--- config.mk ---
export PLATFORM = sky130hd
export DESIGN_NAME = pipe_adder
export DESIGN_NICKNAME = d
export VERILOG_FILES = /design/src/rtl/pipe_adder.sv
export SDC_FILE = /design/constraint.sdc
export NUM_CORES = 1
export LEC_CHECK = 0
export CAP_MARGIN = 30
export CORE_MARGIN = 3
export CORE_UTILIZATION = 51
export DETAILED_ROUTE_END_ITERATION = 16
export GPL_TIMING_DRIVEN = 0
export PLACE_DENSITY = 0.77
export SYNTH_ARGS = -nofsm -noshare
export SYNTH_HDL_FRONTEND = slang
export SYNTH_SLANG_ARGS = --single-unit
--- constraint.sdc ---
create_clock -name clk -period 2.6 [get_ports clk]
set_clock_uncertainty 0.2 [all_clocks]
set_input_delay 0.39 -clock clk [delete_from_list [all_inputs] [get_ports clk]]
set_output_delay 0.39 -clock clk [all_outputs]
set_load 0.1 [all_outputs]
--- src/rtl/pipe_adder.sv ---
// Pipelined WIDTH-bit add/subtract engine, one carry-chained chunk per stage, valid/ready flow.
// Optional NZCV flag generation is built only when PIPE_ADDER_FLAGS_EN is defined.
module pipe_adder #(
    parameter int WIDTH  = 64,
    parameter int STAGES = 4
) (
    input  logic             clk,
    input  logic             reset_n,
    input  logic             in_valid,
    output logic             in_ready,
    input  logic [WIDTH-1:0] a_in,
    input  logic [WIDTH-1:0] b_in,
    input  logic             sub_in,
    input  logic             carry_in,
    output logic             out_valid,
    input  logic             out_ready,
    output logic [WIDTH-1:0] sum_out,
    output logic [3:0]       flags_out
);

    localparam int CW = WIDTH / STAGES;

    generate
        if (STAGES < 1 || (WIDTH % STAGES) != 0) begin : g_param_check
            $error("pipe_adder: STAGES must be >= 1 and divide WIDTH evenly");
        end
    endgenerate

    logic [WIDTH-1:0] b_eff;

    logic [STAGES-1:0] v_q;
    logic [STAGES-1:0] adv;
    logic [STAGES-1:0] ld;
    logic [STAGES-1:0] v_p;

    logic [WIDTH-1:0] a_q   [STAGES];
    logic [WIDTH-1:0] b_q   [STAGES];
    logic [WIDTH-1:0] sum_q [STAGES];
    logic             c_q   [STAGES];

    logic [WIDTH-1:0] a_p   [STAGES];
    logic [WIDTH-1:0] b_p   [STAGES];
    logic [WIDTH-1:0] sum_p [STAGES];
    logic             c_p   [STAGES];

    logic [WIDTH-1:0] sum_n [STAGES];
    logic             c_n   [STAGES];

    assign b_eff = sub_in ? ~b_in : b_in;

    // A stage can move on when its consumer takes data or any stage downstream has a hole.
    always_comb begin
        logic [STAGES-1:0] above;
        for (int k = 0; k < STAGES; k++) begin
            above  = {STAGES{1'b1}} << (k + 1);
            adv[k] = out_ready || (|(~v_q & above));
            ld[k]  = v_p[k] && (!v_q[k] || adv[k]);
        end
    end

    assign in_ready  = !v_q[0] || adv[0];
    assign out_valid = v_q[STAGES-1];
    assign sum_out   = sum_q[STAGES-1];

`ifdef PIPE_ADDER_FLAGS_EN
    logic             z_q [STAGES];
    logic             z_p [STAGES];
    logic             z_n [STAGES];
    logic [3:0]       flags_q;
    logic [3:0]       flags_n;
    logic             msb_n;
`endif

    genvar k;
    generate
        for (k = 0; k < STAGES; k++) begin : g_stage
            logic [CW:0]      add_r;
            logic [WIDTH-1:0] sum_full;

            if (k == 0) begin : g_first
                assign v_p[k]   = in_valid;
                assign a_p[k]   = a_in;
                assign b_p[k]   = b_eff;
                assign sum_p[k] = '0;
                assign c_p[k]   = carry_in;
`ifdef PIPE_ADDER_FLAGS_EN
                assign z_p[k]   = 1'b1;
`endif
            end else begin : g_next
                assign v_p[k]   = v_q[k-1];
                assign a_p[k]   = a_q[k-1];
                assign b_p[k]   = b_q[k-1];
                assign sum_p[k] = sum_q[k-1];
                assign c_p[k]   = c_q[k-1];
`ifdef PIPE_ADDER_FLAGS_EN
                assign z_p[k]   = z_q[k-1];
`endif
            end

            assign add_r = {1'b0, a_p[k][k*CW +: CW]}
                         + {1'b0, b_p[k][k*CW +: CW]}
                         + {{CW{1'b0}}, c_p[k]};

            // Lower chunks pass through untouched; only this stage's chunk is filled in.
            always_comb begin
                sum_full                = sum_p[k];
                sum_full[k*CW +: CW]    = add_r[CW-1:0];
            end

            assign sum_n[k] = sum_full;
            assign c_n[k]   = add_r[CW];
`ifdef PIPE_ADDER_FLAGS_EN
            assign z_n[k]   = z_p[k] && (add_r[CW-1:0] == '0);
`endif
        end
    endgenerate

`ifdef PIPE_ADDER_FLAGS_EN
    assign msb_n   = sum_n[STAGES-1][WIDTH-1];
    assign flags_n = {msb_n,
                      z_n[STAGES-1],
                      c_n[STAGES-1],
                      (a_p[STAGES-1][WIDTH-1] == b_p[STAGES-1][WIDTH-1]) &&
                      (msb_n != a_p[STAGES-1][WIDTH-1])};
    assign flags_out = flags_q;

    always_ff @(posedge clk or negedge reset_n) begin
        if (!reset_n) begin
            flags_q <= 4'b0000;
            for (int i = 0; i < STAGES; i++) begin
                z_q[i] <= 1'b0;
            end
        end else begin
            for (int i = 0; i < STAGES; i++) begin
                if (ld[i]) begin
                    z_q[i] <= z_n[i];
                end
            end
            if (ld[STAGES-1]) begin
                flags_q <= flags_n;
            end
        end
    end
`else
    assign flags_out = 4'b0000;
`endif

    always_ff @(posedge clk or negedge reset_n) begin
        if (!reset_n) begin
            v_q <= '0;
            for (int i = 0; i < STAGES; i++) begin
                a_q[i]   <= '0;
                b_q[i]   <= '0;
                sum_q[i] <= '0;
                c_q[i]   <= 1'b0;
            end
        end else begin
            for (int i = 0; i < STAGES; i++) begin
                if (!v_q[i] || adv[i]) begin
                    v_q[i] <= v_p[i];
                end
                if (ld[i]) begin
                    a_q[i]   <= a_p[i];
                    b_q[i]   <= b_p[i];
                    sum_q[i] <= sum_n[i];
                    c_q[i]   <= c_n[i];
                end
            end
        end
    end

endmodule
==> flow_summary.json <==
{
  "status": "finished with violations",
  "failed_checks": "setup timing",
  "syn_area_per_cell_um2": 11.4,
  "synth_edf_count": 0,
  "ioPinCount": 204,
  "htreeDepth": 2,
  "gp_congestion": 0.860,
  "endpoint_kind": "register",
  "synth-main-ff-cell": "dfrtp_1",
  "grt_max_degree": 130,
  "synth_area_leaders": "dfrtp_1, mux2_2, nand2_1, ha_1, xnor2_1",
  "worstPathRequired_ns": 2.80,
  "cts_buffer_depth": 3,
  "relSlewSlack_pct": 34.8,
  "drc": 0,
  "timing.final.ws_setup_ns": -0.217,
  "dpl.cell_count": 2117,
  "power_density_mw_per_mm2": 1200,
  "drive_above_1_share_pct": 20.6,
  "final_cells": 2204,
  "antenna_found_initial": 1,
  "totalPowerFinal_w": 0.0252,
  "arrival_ns": 3.01,
  "fin_crit_sh_pct": 108,
  "cellLeakagePower_nw": 9.78,
  "async_reset_ff_share_pct": 100,
  "yosysWarnings": 0,
  "worstHoldStart": "sub_in",
  "cts_tree": "done",
  "die_w_um": 188,
  "rr_startpoint": "c_p[2]$_DFFE_PN0P_",
  "clock_latency_ns": 0.51,
  "setup_viol": 4,
  "first_pass_iters": 5,
  "wl_um": 39300,
  "hold_viol": 0,
  "ys_seq_elements": 359,
  "path_class": "reg2reg",
  "io_buffers": 198,
  "cts_root_buffer": "clkbuf_16",
  "grt_pass1_wl_um": 63100,
  "dp_hpwl_um": 28400,
  "drtAntennaViolNets": 0,
  "cp_max_fo": 2,
  "r2r_end": "c_p[1]$_DFFE_PN0P_",
  "area_growth_pct": 25.3,
  "drv_cap": 0,
  "fp-row-count": 65,
  "vias": 11900,
  "grt_use_total_pct": 22.1,
  "register_area_mm2": 0.00898,
  "rsz0062_at_grt": "yes",
  "final_util_pct": 65.8,
  "grt_pass1_vias": 12100,
  "crit_path_start_kind": "register",
  "place_ws_ns": -0.581,
  "r2r_cells": 9,
  "min_to": "b_p[144]$_DFFE_PN0P_",
  "n_fill_cell": 2465,
  "nNetsFinal": 1940,
  "start_util_pct": 52.5,
  "seq_area_frac_synth_pct": 53.4,
  "cts_sinks": 359,
  "core_mm2": 0.0320,
  "synthesis.area_mm2": 0.0168,
  "multi_input_area_mm2": 0.00759,
  "drt_iter0_drc": 634,
  "syn_inst": 1477,
  "via_per_inst": 5.41,
  "die_h_um": 188,
  "ff2ff_setup_slack_ns": -0.22,
  "synth_top_area_share_pct": 53.4,
  "post_drt_wl_per_cell_um": 17.8,
  "fp.dieArea_mm2": 0.0352,
  "hold_class": "in2reg",
  "overflow": 0,
  "synth.distinct_cells": 70,
  "tightest_slew_ns": 0.976,
  "yosysTopAreaCell": "dfrtp_1",
  "holdPathStages": 3,
  "ir_drop_mv": 0.784,
  "fmax_ghz": 0.355,
  "cts_inserted_buffers": 38,
  "clk_pin_slew_ns": 0.06,
  "fin_crit_ns": 2.82,
  "slew_viol_final": 0
}
## layout make-up
| class | count | area share (%) |
|---|---|---|
| flip-flops and latches | 359 | 42.6 |
| multi-input cells | 1026 | 36.0 |
| repair buffers | 219 | 10.5 |
| clock buffers | 63 | 5.73 |
| well taps | 435 | 2.58 |
| plain buffers | 70 | 1.73 |
| inverters | 25 | 0.445 |
| clock inverters | 6 | 0.392 |
| diodes | 1 | 0.0119 |
## worst max-delay path: stages (launching register included)
cell	delay (ns)
dfrtp_1	0.40
fa_2	0.41
fa_2	0.38
a211oi_4	0.25
buf_4	0.16
nor2_2	0.04
o221ai_2	0.21
a211oi_2	0.13
o21a_1	0.21
o41a_1	0.31
## registers in the layout (all words and copies together), names as in the netlist
name	cells
a_p	96
b_p	96
c_p	3
g_stage.sum_full	96
sum_out	64
v_q	4
## report_power, final
part | internal [W] | total, W | switching (W)
registers | 0.00751 | 0.00865 | 0.00114
clock network | 0.00337 | 0.00547 | 0.00211
logic | 0.00386 | 0.0111 | 0.00726
total | 0.0147 | 0.0252 | 0.0105
## cells in the final DEF (no fill, tap or decap), drive strengths merged, types with 4 or more instances in the layout
| master | count |
|---|---|
| a2111oi | 4 |
| a211oi | 13 |
| a21boi | 5 |
| a21o | 21 |
| a21oi | 36 |
| a31oi | 7 |
| and2 | 4 |
| and3 | 5 |
| buf | 76 |
| clkbuf | 78 |
| clkdlybuf4s50 | 132 |
| conb | 4 |
| dfrtp | 359 |
| dlygate4sd2 | 45 |
| dlymetal6s2s | 19 |
| fa | 8 |
| ha | 59 |
| inv | 25 |
| mux2 | 197 |
| nand2 | 275 |
| nand2b | 8 |
| nand3 | 14 |
| nand4 | 9 |
| nor2 | 35 |
| nor3 | 9 |
| o211ai | 10 |
| o21a | 11 |
| o21ai | 122 |
| o21bai | 5 |
| o31ai | 10 |
| or2 | 4 |
| xnor2 | 72 |
| xor2 | 32 |
## per-layer routing
layer / vias to the layer above / global-route usage [%] / part of all wire, %
met5: - / 0 / 0
met4: 0 / 6.81 / 2.6
met3: 65 / 3.33 / 4.4
met2: 299 / 36.8 / 48
met1: 5902 / 30.3 / 45
li1: 5658 / - / -
## through the flow
step | instance area (um2) | setup TNS, ns | hold slack (ns)
4_1_cts | 20900 | -0.305 | 0.0378
6_report | 21100 | -0.499 | 0.0539
3_3_place_gp | 19400 | -5064.94 | 0.256
2_1_floorplan | 16900 | -0.152 | -0.106
3_5_place_dp | 19500 | -37.19 | 0.259
5_1_grt | 21100 | -1.04 | 0.0691
## Yosys cell counts, drive strengths merged (14+ instances only)
cell / instances
a21o: 21
a21oi: 36
buf: 55
clkbuf: 15
dfrtp: 359
ha: 59
inv: 25
mux2: 197
nand2: 275
nand3: 14
nor2: 35
o21ai: 122
xnor2: 72
xor2: 32
## logic make-up after synthesis
logic type               after synthesis  share of synthesized area [%]
other                                  1                         0.0223
XOR/XNOR                             104                           5.41
AO/OA/AOI/OAI                        272                           10.4
buffers and inverters                 95                           2.53
AND/OR/NAND/NOR                      379                           9.54
adder cells (fa/ha/maj)               67                           5.34
multiplexers                         200                           13.4
flip-flops                           359                           53.4
## timing repair
| action | in CTS | in global routing |
|---|---|---|
| pin swaps | 11 | 16 |
| setup endpoints to repair | 60 | 34 |
| buffers inserted | 6 | 10 |
| hold buffers | 1 | 0 |
| hold endpoints to repair | 111 | 0 |
| resized for setup | 64 | 33 |
## worst max-delay path by stage
stage	from	to	slack, ns	cells after the start
floorplan	sub_in	g_stage[1].sum_full[12]$_DFFE_PN0P_	-0.07	11
global placement	reset_n	v_q[3]$_DFFE_PN0P_	-15.35	1
detailed placement	b_in[0]	g_stage[1].sum_full[12]$_DFFE_PN0P_	-0.58	10
CTS	c_p[2]$_DFFE_PN0P_	c_p[1]$_DFFE_PN0P_	-0.12	8
global route	c_p[2]$_DFFE_PN0P_	c_p[1]$_DFFE_PN0P_	-0.26	9
finish	c_p[2]$_DFFE_PN0P_	c_p[1]$_DFFE_PN0P_	-0.22	9
Note: power is estimated with default switching activity, not from simulation.
==> variant 1: new RTL, same flow settings <==
The parameter `WIDTH` goes from 64 to 32.
--- a/src/rtl/pipe_adder.sv
+++ b/src/rtl/pipe_adder.sv
@@ -1,7 +1,7 @@
 // Pipelined WIDTH-bit add/subtract engine, one carry-chained chunk per stage, valid/ready flow.
 // Optional NZCV flag generation is built only when PIPE_ADDER_FLAGS_EN is defined.
 module pipe_adder #(
-    parameter int WIDTH  = 64,
+    parameter int WIDTH  = 32,
     parameter int STAGES = 4
 ) (
     input  logic             clk,
Interface: changed (resized a_in, b_in and sum_out); port bits go from 204 to 108. The function was not compared with the original's and may differ.
==> variant 1 against the original RTL <==
Sequential cell count fell by 176. First-iteration DRC count decreased by 66%. Wire length decreased by 57%. Maximum frequency is 9.5% higher. Combinational power is 53% lower. Total power down 52%. Synthesized cell count shrank 56%. Clock power is 54% lower. Cell area is 51% lower. Largest power group unchanged. Critical endpoint is now sum_out[13]. Setup slack improved by 0.24 ns. Area after synthesis decreased by 51%.
==> variant 1: results (changes against the original RTL) <==
* Synth top area cells: dfrtp_1 55%, mux2_2 17%, ha_1 4.1%
* Final net count at 881 (-55%)
* Leakage at 0.00445 uW (-54%)
* R2R setup slack at 0.14 ns (+0.36 ns)
* Final wirelength at 16800 um (-57%)
* Bufs on Longest Clock Path at 2 (-1)
* Post-route insts no fill at 1005 (-54%)
* Status: finished, final reports clean
* P_int at 7130 uW (-52%)
* Slowest-stage cell, CP: clkdlybuf4s50_1
* Met2 usage at 34.7% (-2.1 points)
* Clk_lat worst skew at 0.44 ns (-0.07 ns)
* Mean area per synthesized cell at 12.8 sq um (+12%)
* Cell area after synthesis at 8320 sq um (-51%)
* Final hold slack at 0.170 ns (+0.116 ns)
* # diodes at 0 (-1)
* Cts bufs inserted at 17 (-55%)
* WHS Endpoint: b_p[75]
* Reg-to-Reg End: g_stage[2].sum_full[14]
* Filler cells at 1232 (-50%)
* Data arrival, critical path at 1.98 ns (-1.03 ns)
* Largest net degree at the start of global routing at 96 (-26%)
* Drt first pass iters at 4 (-1)
* Share of layout cells above drive strength 1 at 25.6% (+5.0 points)
* First-pass GRT wire length at 28500 um (-55%)
* Pre-CTS setup slack at -0.440 ns (+0.141 ns)
* Vias in the first global route at 5645 (-53%)
* Reg2reg start: a_p[72]
* Initial antenna violation count at 0 (-1)
* Final Wtd Congestion at 0.831 (-3.4%)
* Routed vias at 5173 (-57%)
* Crit path launch: sum_out[13]
* Met1 global-route usage at 25.8% (-4.5 points)
* Post-placement cell count at 972 (-54%)
* Synth unique cells at 39 (-44%)
* Port buffer count at 102 (-48%)
* Commonest cells post-synth: 183 x dfrtp_1, 125 x mux2_2, 60 x nand2_1
* Sequential element share of the synthesized area at 55.1% (+1.7 points)
* GRT Total Usage at 20.2% (-1.9 points)
* Tcrit/Tclk final at 99.0% (-9.4 points)
* Slowest Stage Delay on Critical Path at 1.15 ns (+0.74 ns)
* CP top delay family: buffers and inverters
* CTS HTree Levels at 4 (+2)
* DRT iter0 DRCs at 213 (-66%)
* Met3 GRT Util at 3.55% (+0.22 points)
* Dpl cell area at 9660 sq um (-51%)
[variant 1: layer usage]
metal	part of all wire [%]	vias up
met5	0	-
met3	2.7	34
met2	52	99
li1	-	2495
met1	43	2545
met4	2.6	0
[variant 1: logic make-up (layout without fill, tap and decap cells)]
kind of cell	count (synthesis)	in the layout	share of synthesized area [%]
adders and majority gates	35	35	5.99
DFF	183	183	55.1
buffers and inverters	46	182	3.13
and+or+nand+nor	103	103	5.64
other	1	4	0.0451
xor gates and xnor gates	52	52	5.48
AOI/OAI and AO/OA	105	105	7.72
muxes	125	125	16.9
[variant 1: stage by stage]
step / setup TNS [ns] / util (%)
3_5_place_dp: -1.14 / 60.6
6_report: 0 / 64.4
5_1_grt: 0 / 64.4
2_1_floorplan: 0 / -
3_3_place_gp: -1114.94 / 60.4
4_1_cts: 0 / 64.3
[variant 1: worst max-delay path by stage]
stage / to / cells after the start
CTS: sum_out[12] / 1
detailed placement: in_ready / 5
global placement: a_p[80] / 1
global route: sum_out[14] / 1
finish: sum_out[13] / 1
floorplan: g_stage[1].sum_full[6] / 10
[variant 1: layout make-up]
class / instances / area (sq um) / share of cell area (%)
buffer: 33 / 219 / 2.13
clock buffer: 18 / 439 / 4.28
clock inverter: 14 / 141 / 1.38
inverter: 13 / 48.8 / 0.475
multi-input combinational: 424 / 3500 / 34.1
sequential: 183 / 4580 / 44.6
tap: 216 / 270 / 2.63
timing repair buffer: 104 / 1070 / 10.4
[variant 1: power by group through the flow]
| stage | combinational [uW] | sequential, uW | clock (uW) |
|---|---|---|---|
| 3_3_place_gp | 5060 | 4420 | 0 |
| 4_1_cts | 5260 | 4420 | 2560 |
| 5_1_grt | 5610 | 4540 | 2680 |
| 2_1_floorplan | 2250 | 6070 | 0 |
| 3_5_place_dp | 5210 | 4470 | 0 |
| 6_report | 5230 | 4410 | 2510 |
[variant 1: tightest hold or removal path, stage by stage]
cell and delay, ns:
clkbuf_2 0.18, xnor2_1 0.13, o21ai_0 0.06
[variant 1: what timing repair did]
item                                   in CTS  in global routing
hold buffers                                1                  0
setup endpoints to repair                   2                  3
gates resized for setup                     4                  4
pin swaps                                   0                  0
buffers inserted                            0                  0
endpoints found under the hold margin      88                  0
==> variant 2: new RTL, config.mk and constraints unchanged <==
Without the edit above. Build with the macro `PIPE_ADDER_FLAGS_EN` defined.
--- a/src/rtl/pipe_adder.sv
+++ b/src/rtl/pipe_adder.sv
@@ -1,5 +1,7 @@
 // Pipelined WIDTH-bit add/subtract engine, one carry-chained chunk per stage, valid/ready flow.
 // Optional NZCV flag generation is built only when PIPE_ADDER_FLAGS_EN is defined.
+`define PIPE_ADDER_FLAGS_EN
+
 module pipe_adder #(
     parameter int WIDTH  = 64,
     parameter int STAGES = 4
Check against the original RTL: not equivalent (Yosys sat finds a counterexample within 10 cycles, from zero or initial values and one cycle with reset_n low).
==> variant 2 against the original RTL <==
The run still ends with negative setup slack left. Critical path depth up 1. Clock power up 4.8%. Area after synthesis up 1.4%. First-iteration DRC count down 7.1%. Sequential cell count up 6. Non-clock buffer count up 28. Cell area up 5.2%. Total power up 11%. Sequential share of layout area down 1.4 points. Setup slack worse by 0.41 ns. Wire length up 3.5%.
==> variant 2: results (changes against the original RTL) <==
* Dpl cell area at 19900 sq um (+2.1%)
* Crit path launch: a_p[96]
* Bufs on Longest Clock Path at 3 (unchanged)
* Worst Path Max Fanout at 3 (+1)
* Slowest Stage Delay on Critical Path at 0.42 ns
* Share of layout cells above drive strength 1 at 30.3% (+9.6 points)
* CTS HTree Levels at 2 (unchanged)
* HP Class: in2reg
* Data arrival, critical path at 3.44 ns (+0.43 ns)
* Sequential element share of the synthesized area at 53.5% (+0.12 points)
* Ys async rst share at 100% (unchanged)
* Hpwl dp at 28600 um (+0.93%)
* Final Wtd Congestion at 0.892 (+3.7%)
* Final setup TNS at -4.80 ns (-4.30 ns)
* DRT iter0 DRCs at 589 (-7.1%)
* Final wirelength at 40700 um (+3.5%)
* Status: finished, violations left
* Leakage at 0.00976 uW (-0.13%)
* WL per Instance at 18.9 um (+6.1%)
* Synth top area cells: dfrtp_1 54%, mux2_2 17%, ha_1 4.4%
* Hold depth at 4 (+1)
* Cells on worst reg2reg path at 10 (+1)
* Final net count at 1884 (-2.9%)
* # setup viols final at 22 (+18)
* Filler cells at 2449 (-0.65%)
* Reg2reg start: a_p[96]
* Drt first pass iters at 5 (unchanged)
* Worst hold start: sub_in
* Synth unique cells at 63 (-10%)
* Post-Synth Adder-Cell Area at 5.34% (about the same)
* Post-placement cell count at 2038 (-3.7%)
* Clock Tree Root: clkbuf_16
* Vias per inst at 5.50 (+1.6%)
* Setup ws final at -0.631 ns (-0.414 ns)
* Area fraction in compound gates after synthesis at 9.58% (-0.83 points)
* Failing checks: negative setup slack
* GRT Total Usage at 22.7% (+0.58 points)
* Main synth FF type: dfrtp_1
* Mux cell area share after synthesis at 17.2% (+3.8 points)
* Slowest-stage cell, CP: fa_2
* Initial antenna violation count at 1 (unchanged)
* Max_slew headroom at 32.6% (-2.2 points)
* Commonest cells post-synth: 365 x dfrtp_1, 260 x mux2_2, 123 x nand2_1
* Vias in the first global route at 12600 (+4.2%)
* Clock-pin slew on the worst setup and hold paths at 0.06 ns (about the same)
* EDFF count, synth at 0 (unchanged)
* Syn_nets at 1589
* First-pass GRT wire length at 65400 um (+3.6%)
* YS warnings at 0 (unchanged)
* Peak VDD IR at 905 uV (+15%)
* Post-synthesis xor/xnor area fraction at 5.70% (+0.28 points)
* Clk_lat worst skew at 0.52 ns
* Largest net degree at the start of global routing at 127 (-2.3%)
* Largest family of logic cells by synthesized area: multiplexers
* Port buffer count at 202 (+2.0%)
* Synth Instances at 1387 (-6.1%)
* Cts bufs inserted at 39 (+2.6%)
[variant 2: area by class of cell]
type | count | area (sq um) | area share [%]
Antenna cell | 1 | 2.50 | 0.0113
Buffer | 61 | 369 | 1.66
Clock buffer | 55 | 1180 | 5.32
Clock inverter | 11 | 164 | 0.739
Inverter | 24 | 90.1 | 0.406
Multi-Input combinational cell | 935 | 8120 | 36.6
Sequential cell | 365 | 9140 | 41.2
Tap cell | 442 | 553 | 2.49
Timing Repair Buffer | 256 | 2570 | 11.6
[variant 2: per-layer routing]
layer  part of all wire, %  vias to the layer above  routed length (um)  GRT usage (%)
met3                   5.0                       71                2040           3.83
met1                    42                     5953               17100           29.0
met4                   3.0                        0                1220           7.25
met2                    50                      293               20300           39.7
met5                     0                        -                   0              0
li1                      -                     5504                   -              -
[variant 2: worst max-delay path, delay by kind of cell, from the launching register on]
kind            cells  cell delay [ns]
fa+ha+maj           2             0.80
simple gates        3             0.78
flops               1             0.40
xor+xnor            1             0.12
compound gates      4             0.84
[variant 2: power breakdown]
group	switching (uW)	internal, uW
registers	1170	7690
clock network	2190	3540
logic	8400	5110
[variant 2: kinds of logic after synthesis]
kind of cell               count (synthesis)
buffers and inverters                     87
xor gates and xnor gates                 111
and+or+nand+nor                          235
adders and majority gates                 68
AOI/OAI and AO/OA                        260
DFF                                      365
muxes                                    261
[variant 2: worst paths after layout]
check / endpoint / slack, ns
max: z_p[0] / -0.63
min: b_p[191] / 0.12
max reg2reg: z_p[0] / -0.63
min reg2reg: g_stage[2].sum_full[20] / 0.27
max in group asynchronous: b_p[147] / 0.80
min in group asynchronous: sum_out[39] / 0.24
[variant 2: repair_timing]
item / in CTS / in global routing
setup endpoints to repair: 343 / 190
endpoints found under the hold margin: 75 / 0
pin swaps: 59 / 25
hold buffers: 1 / 0
resized for setup: 154 / 74
cloned: 0 / 0
setup buffers: 44 / 9
[variant 2: per-stage QoR]
step	hold slack, ns	power (uW)	setup WS [ns]
after detailed placement	0.205	21400	-1.34
after CTS	0.0996	27600	-0.599
after global routing	0.173	29600	-0.684
after global placement	0.259	20800	-15.74
after floorplan	-0.106	17900	-0.753
final	0.124	28100	-0.631
